File: src/rtl/sram_ctrl_pkg.sv
// rtl/sram_ctrl_pkg.sv - shared constants and FSM encoding for the single-port SRAM controller
package sram_ctrl_pkg;

  localparam int SRAM_DEPTH = 816;
  localparam int SRAM_AW    = 10;
  localparam int SRAM_DW    = 32;

  typedef enum logic [1:0] {
    IDLE = 2'd0,
    RD   = 2'd1,
    RMW  = 2'd2
  } state_e;

endpackage

File: src/rtl/sram_byte_merge.sv
// rtl/sram_byte_merge.sv - per-byte select between new and old data words
module sram_byte_merge #(
  parameter int DW = 32
) (
  input  logic [DW-1:0]   new_data,
  input  logic [DW-1:0]   old_data,
  input  logic [DW/8-1:0] be,
  output logic [DW-1:0]   merged
);

  // Each enabled byte lane takes the new data, the rest keep the old word
  always_comb begin
    merged = old_data;
    for (int i = 0; i < DW/8; i++) begin
      if (be[i]) begin
        merged[8*i +: 8] = new_data[8*i +: 8];
      end
    end
  end

endmodule

File: src/rtl/sram_1p_ctrl.sv
// rtl/sram_1p_ctrl.sv - request/response controller for the 816x32 single-port SRAM macro
module sram_1p_ctrl
  import sram_ctrl_pkg::*;
#(
  parameter int DEPTH = SRAM_DEPTH,
  parameter int AW    = SRAM_AW,
  parameter int DW    = SRAM_DW
) (
  input  logic            CLK,
  input  logic            RST,
  input  logic            req_valid,
  output logic            req_ready,
  input  logic            req_we,
  input  logic [AW-1:0]   req_addr,
  input  logic [DW-1:0]   req_wdata,
  input  logic [DW/8-1:0] req_be,
  output logic            rsp_valid,
  output logic            rsp_err,
  output logic [DW-1:0]   rsp_rdata,
  output logic            sram_ceb,
  output logic            sram_web,
  output logic [AW-1:0]   sram_a,
  output logic [DW-1:0]   sram_d,
  input  logic [DW-1:0]   sram_q
);

  localparam logic [AW:0] DEPTH_W = (AW+1)'(DEPTH);

  state_e            state_q, state_d;
  logic              rsp_valid_q, rsp_valid_d;
  logic              rsp_err_q, rsp_err_d;
  logic              rsp_rd_q, rsp_rd_d;
  logic [DW-1:0]     hold_q, hold_d;
  logic [AW-1:0]     lat_addr_q, lat_addr_d;
  logic [DW-1:0]     lat_wdata_q, lat_wdata_d;
  logic [DW/8-1:0]   lat_be_q, lat_be_d;
  logic [DW-1:0]     merged;
  logic              in_range;
  logic              be_full;
  logic              be_none;

  assign in_range = ({1'b0, req_addr} < DEPTH_W);
  assign be_full  = &req_be;
  assign be_none  = ~|req_be;

  sram_byte_merge #(.DW(DW)) u_merge (
    .new_data (lat_wdata_q),
    .old_data (sram_q),
    .be       (lat_be_q),
    .merged   (merged)
  );

  // Read responses pass the macro's registered Q straight through; otherwise hold the last value
  assign rsp_valid = rsp_valid_q;
  assign rsp_err   = rsp_err_q;
  assign rsp_rdata = rsp_valid_q ? (rsp_rd_q ? sram_q : '0) : hold_q;

  // FSM next state, macro strobes and response scheduling
  always_comb begin
    state_d     = state_q;
    rsp_valid_d = 1'b0;
    rsp_err_d   = 1'b0;
    rsp_rd_d    = 1'b0;
    hold_d      = rsp_rdata;
    lat_addr_d  = lat_addr_q;
    lat_wdata_d = lat_wdata_q;
    lat_be_d    = lat_be_q;
    req_ready   = 1'b0;
    sram_ceb    = 1'b1;
    sram_web    = 1'b1;
    sram_a      = '0;
    sram_d      = '0;
    if (!RST) begin
      case (state_q)
        IDLE, RD: begin
          req_ready = 1'b1;
          state_d   = IDLE;
          if (req_valid) begin
            if (!in_range) begin
              rsp_valid_d = 1'b1;
              rsp_err_d   = 1'b1;
            end else if (!req_we) begin
              sram_ceb    = 1'b0;
              sram_a      = req_addr;
              state_d     = RD;
              rsp_valid_d = 1'b1;
              rsp_rd_d    = 1'b1;
            end else if (be_full) begin
              sram_ceb    = 1'b0;
              sram_web    = 1'b0;
              sram_a      = req_addr;
              sram_d      = req_wdata;
              rsp_valid_d = 1'b1;
            end else if (be_none) begin
              rsp_valid_d = 1'b1;
            end else begin
              // Partial write: fetch the old word now, merge and write it back next cycle
              sram_ceb    = 1'b0;
              sram_a      = req_addr;
              lat_addr_d  = req_addr;
              lat_wdata_d = req_wdata;
              lat_be_d    = req_be;
              state_d     = RMW;
            end
          end
        end
        RMW: begin
          sram_ceb    = 1'b0;
          sram_web    = 1'b0;
          sram_a      = lat_addr_q;
          sram_d      = merged;
          state_d     = IDLE;
          rsp_valid_d = 1'b1;
        end
        default: state_d = IDLE;
      endcase
    end
  end

  // State, request latch and response registers
  always_ff @(posedge CLK) begin
    if (RST) begin
      state_q     <= IDLE;
      rsp_valid_q <= 1'b0;
      rsp_err_q   <= 1'b0;
      rsp_rd_q    <= 1'b0;
      hold_q      <= '0;
      lat_addr_q  <= '0;
      lat_wdata_q <= '0;
      lat_be_q    <= '0;
    end else begin
      state_q     <= state_d;
      rsp_valid_q <= rsp_valid_d;
      rsp_err_q   <= rsp_err_d;
      rsp_rd_q    <= rsp_rd_d;
      hold_q      <= hold_d;
      lat_addr_q  <= lat_addr_d;
      lat_wdata_q <= lat_wdata_d;
      lat_be_q    <= lat_be_d;
    end
  end

endmodule
File: config.mk
export PLATFORM = sky130hd
export DESIGN_NAME = sram_1p_ctrl
export DESIGN_NICKNAME = d
export VERILOG_FILES = /design/src/rtl/sram_ctrl_pkg.sv /design/src/rtl/sram_byte_merge.sv /design/src/rtl/sram_1p_ctrl.sv
export SDC_FILE = /design/constraint.sdc
export NUM_CORES = 1
export LEC_CHECK = 0
export BUFFER_PORTS_ARGS = -buffer_cell sky130_fd_sc_hd__buf_2
export CAP_MARGIN = 20
export CORE_MARGIN = 10
export CORE_UTILIZATION = 35
export DETAILED_ROUTE_END_ITERATION = 6
export SYNTH_ARGS = -nofsm -noshare
export SYNTH_HDL_FRONTEND = slang
export SYNTH_SLANG_ARGS = --single-unit
File: constraint.sdc
create_clock -name CLK -period 3.9 [get_ports CLK]
set_clock_uncertainty 0.2 [all_clocks]
set_input_delay 0.975 -clock CLK [delete_from_list [all_inputs] [get_ports CLK]]
set_output_delay 0.975 -clock CLK [all_outputs]
set_load 0.05 [all_outputs]
==> impl_metrics.env <==
export IMPL_syn_cell_area_um2=4410
export IMPL_vias=3814
export IMPL_cts_tree="yes"
export IMPL_r2r_end="lat_wdata_q[12]"
export IMPL_whs_endpoint="lat_wdata_q[29]"
export IMPL_grt_pass1_wl_um=20400
export IMPL_clk_pin_slew_ps=60
export IMPL_gp_congestion=0.765
export IMPL_synth_xor_area_share_pct=0
export IMPL_antenna_left=0
export IMPL_cts_buffers=9
export IMPL_drive_gt1_share_pct=30.4
export IMPL_ys_warn_count=0
export IMPL_powerDensity_nw_per_um2=399
export IMPL_synth_top_family_by_area="simple AND/OR/NAND/NOR gates"
export IMPL_postSynthAreaPerCell_um2=9.01
export IMPL_path_class="primary input to output port"
export IMPL_netlist_area_leader_share_pct=37.2
export IMPL_crit_chain="buf_2 > a211oi_2 > o2111ai_1 > nor2_2 > buf_4 > o2bb2ai_1 > buf_2"
export IMPL_crit_required_ps=2720
export IMPL_cap_violations=0
export IMPL_hpwl_um=9390
export IMPL_drt_iter0_markers=141
export IMPL_grt_max_degree=52
export IMPL_fin_nets=708
export IMPL_r2r_start="state_q[1]"
export IMPL_hold_path_depth=2
export IMPL_core_um2=12200
export IMPL_synth_compound_area_share_pct=12.9
export IMPL_yosysTopAreaCell="dfxtp_1"
export IMPL_finalSetupTns_ps=0
export IMPL_clock_sinks=82
export IMPL_final_util_pct=46.4
export IMPL_drv_slew=0
export IMPL_dieArea_um2=17500
export IMPL_hp_class="flip-flop to flip-flop"
export IMPL_synthMuxAreaShare_pct=17.7
export IMPL_layout_common_cells="buf_2, nand2b_1, dfxtp_1"
export IMPL_wl_per_cell_um=15.8
export IMPL_synth_area_leaders="dfxtp_1, mux2i_1, nand2b_1"
export IMPL_rows=40
export IMPL_reg2reg_setup_slack_ps=2060
export IMPL_tightest_slew_ps=764
export IMPL_slew_headroom_pct=48.8
export IMPL_yosysSeqAreaShare_pct=37.2
export IMPL_wl_um=12700
export IMPL_drt_pass1_iter_count=4
export IMPL_clk_path_buf_depth=2
export IMPL_diodes=0
export IMPL_fp_dieW_um=132
export IMPL_hold_viol=0
export IMPL_synth_cell_types=29
export IMPL_io_pins=161
export IMPL_cpMostUsedCell="buf_2"
export IMPL_cp_arrival_ps=2470
export IMPL_crit_slowest_cell="a211oi_2"
export IMPL_synth_fa_ha_area_share_pct=0
export IMPL_clockRootBuffer="clkbuf_16"
export IMPL_fin_crit_sh_pct=93.3
export IMPL_start_kind="primary input"
export IMPL_cts_resized=0
export IMPL_final_common_cell="buf_2"
export IMPL_ir_worst_vdd_uv=177
export IMPL_clock_latency_ps=340
export IMPL_syn_nets=572
export IMPL_end_kind="output port"
export IMPL_gr_total_overflow=0
export IMPL_synth_seq_cells=82
export IMPL_grtUsageTotal_pct=14.1
export IMPL_syn_inst=490
export IMPL_max_stage_delay_ps=300
export IMPL_rr_worst_depth=4
export IMPL_route_detailed_drc=0
export IMPL_crit_buf_inv=3
export IMPL_cts_hold_buf=0
export IMPL_critPathTopFamily="buffers and inverters"
export IMPL_min_delay_start="lat_wdata_q[29]"
export IMPL_grt_pass1_vias=3910
export IMPL_antenna_found_initial=0
export IMPL_rsz0062_at_grt="no"
export IMPL_setup_viol=0
export IMPL_post_route_min_period_ps=3640
export IMPL_areaGrowthSynthToFinish_pct=27.8
export IMPL_die_y_um=132
export IMPL_max_freq_ghz=0.275
export IMPL_postCtsSetupBuffers=0
export IMPL_port_buffers=160
export IMPL_initial_core_util_pct=36.3
export IMPL_power_leakage_nw=2.32
export IMPL_cp_max_fo=18
export IMPL_htreeDepth=3
export IMPL_path_depth=7
export IMPL_yosys_area_share_simple_pct=23.9
export IMPL_via_per_inst=4.77
export IMPL_status="finished clean"
==> registers in the layout (all words and copies together), names as in the netlist <==
signal	cells
rsp_err	1
lat_addr_q	10
hold_q	32
state_q	2
lat_be_q	4
rsp_valid	1
lat_wdata_q	32
==> how the worst max path moves through the flow <==
stage / startpoint / to / slack, ps
after global placement: req_addr[5] / sram_d[21] / 340
after global routing: req_addr[5] / sram_d[21] / 150
after detailed placement: req_addr[5] / sram_d[21] / 260
after floorplan: RST / sram_a[0] / 200
final: req_addr[5] / sram_d[21] / 260
after CTS: req_addr[5] / sram_d[21] / 250
==> stage by stage <==
step	hold WS (ps)	worst slack (ps)	instance area, um2	power (W)	std cells
CTS	273	248	5640	0.00228	799
global placement	258	338	5270	0.00120	783
finish	271	259	5640	0.00225	799
floorplan	248	198	4420	0.00111	490
global route	288	147	5640	0.00233	799
detailed placement	264	257	5270	0.00121	783
==> logic make-up after synthesis <==
logic type             after synthesis
and+or+nand+nor                    175
DFF                                 82
AOI/OAI and AO/OA                   79
muxes                               78
buffers and inverters               76
==> cell type report <==
| cell class | count | area, um2 |
|---|---|---|
| inverters | 32 | 120 |
| clock buffers | 10 | 239 |
| fillers | 1235 | 6520 |
| repair buffers | 169 | 883 |
| well taps | 168 | 210 |
| clock inverters | 6 | 138 |
| multi-input cells | 332 | 2410 |
| flip-flops and latches | 82 | 1640 |
==> metal layers <==
| metal | global-route usage, % | routed length [um] | up-vias |
|---|---|---|---|
| li1 | - | - | 1929 |
| met1 | 17.3 | 5820 | 1744 |
| met2 | 22.0 | 5610 | 128 |
| met3 | 5.14 | 1050 | 13 |
| met4 | 5.32 | 189 | 0 |
| met5 | 0 | 0 | - |
==> synth_stat cells, drive strengths merged <==
master,instances
and3,1
or2b,1
nand2b,92
nor3,1
nand2,2
dfxtp,82
nand3,32
a22o,10
o21ai,33
a21o,1
buf,17
and4,2
or2,2
inv,32
o2bb2ai,32
o2111ai,1
nor2b,34
a211oi,2
nor4,1
clkbuf,27
nor2,7
mux2i,78
==> worst register-to-register path, stage by stage, from the launching register on <==
cell and delay [ps]:
dfxtp_1 330, nor2b_1 160, and4_4 550, buf_12 290
mux2i_1 240
==> where the power goes <==
| part | total (W) | internal [W] | switching, W |
|---|---|---|---|
| clock | 0.00106 | 0.000710 | 0.000354 |
| sequential | 0.000893 | 0.000865 | 0.0000276 |
| combinational | 0.000294 | 0.000116 | 0.000178 |
| total | 0.00225 | 0.00169 | 0.000560 |
Power figures use the tool's default switching activity.
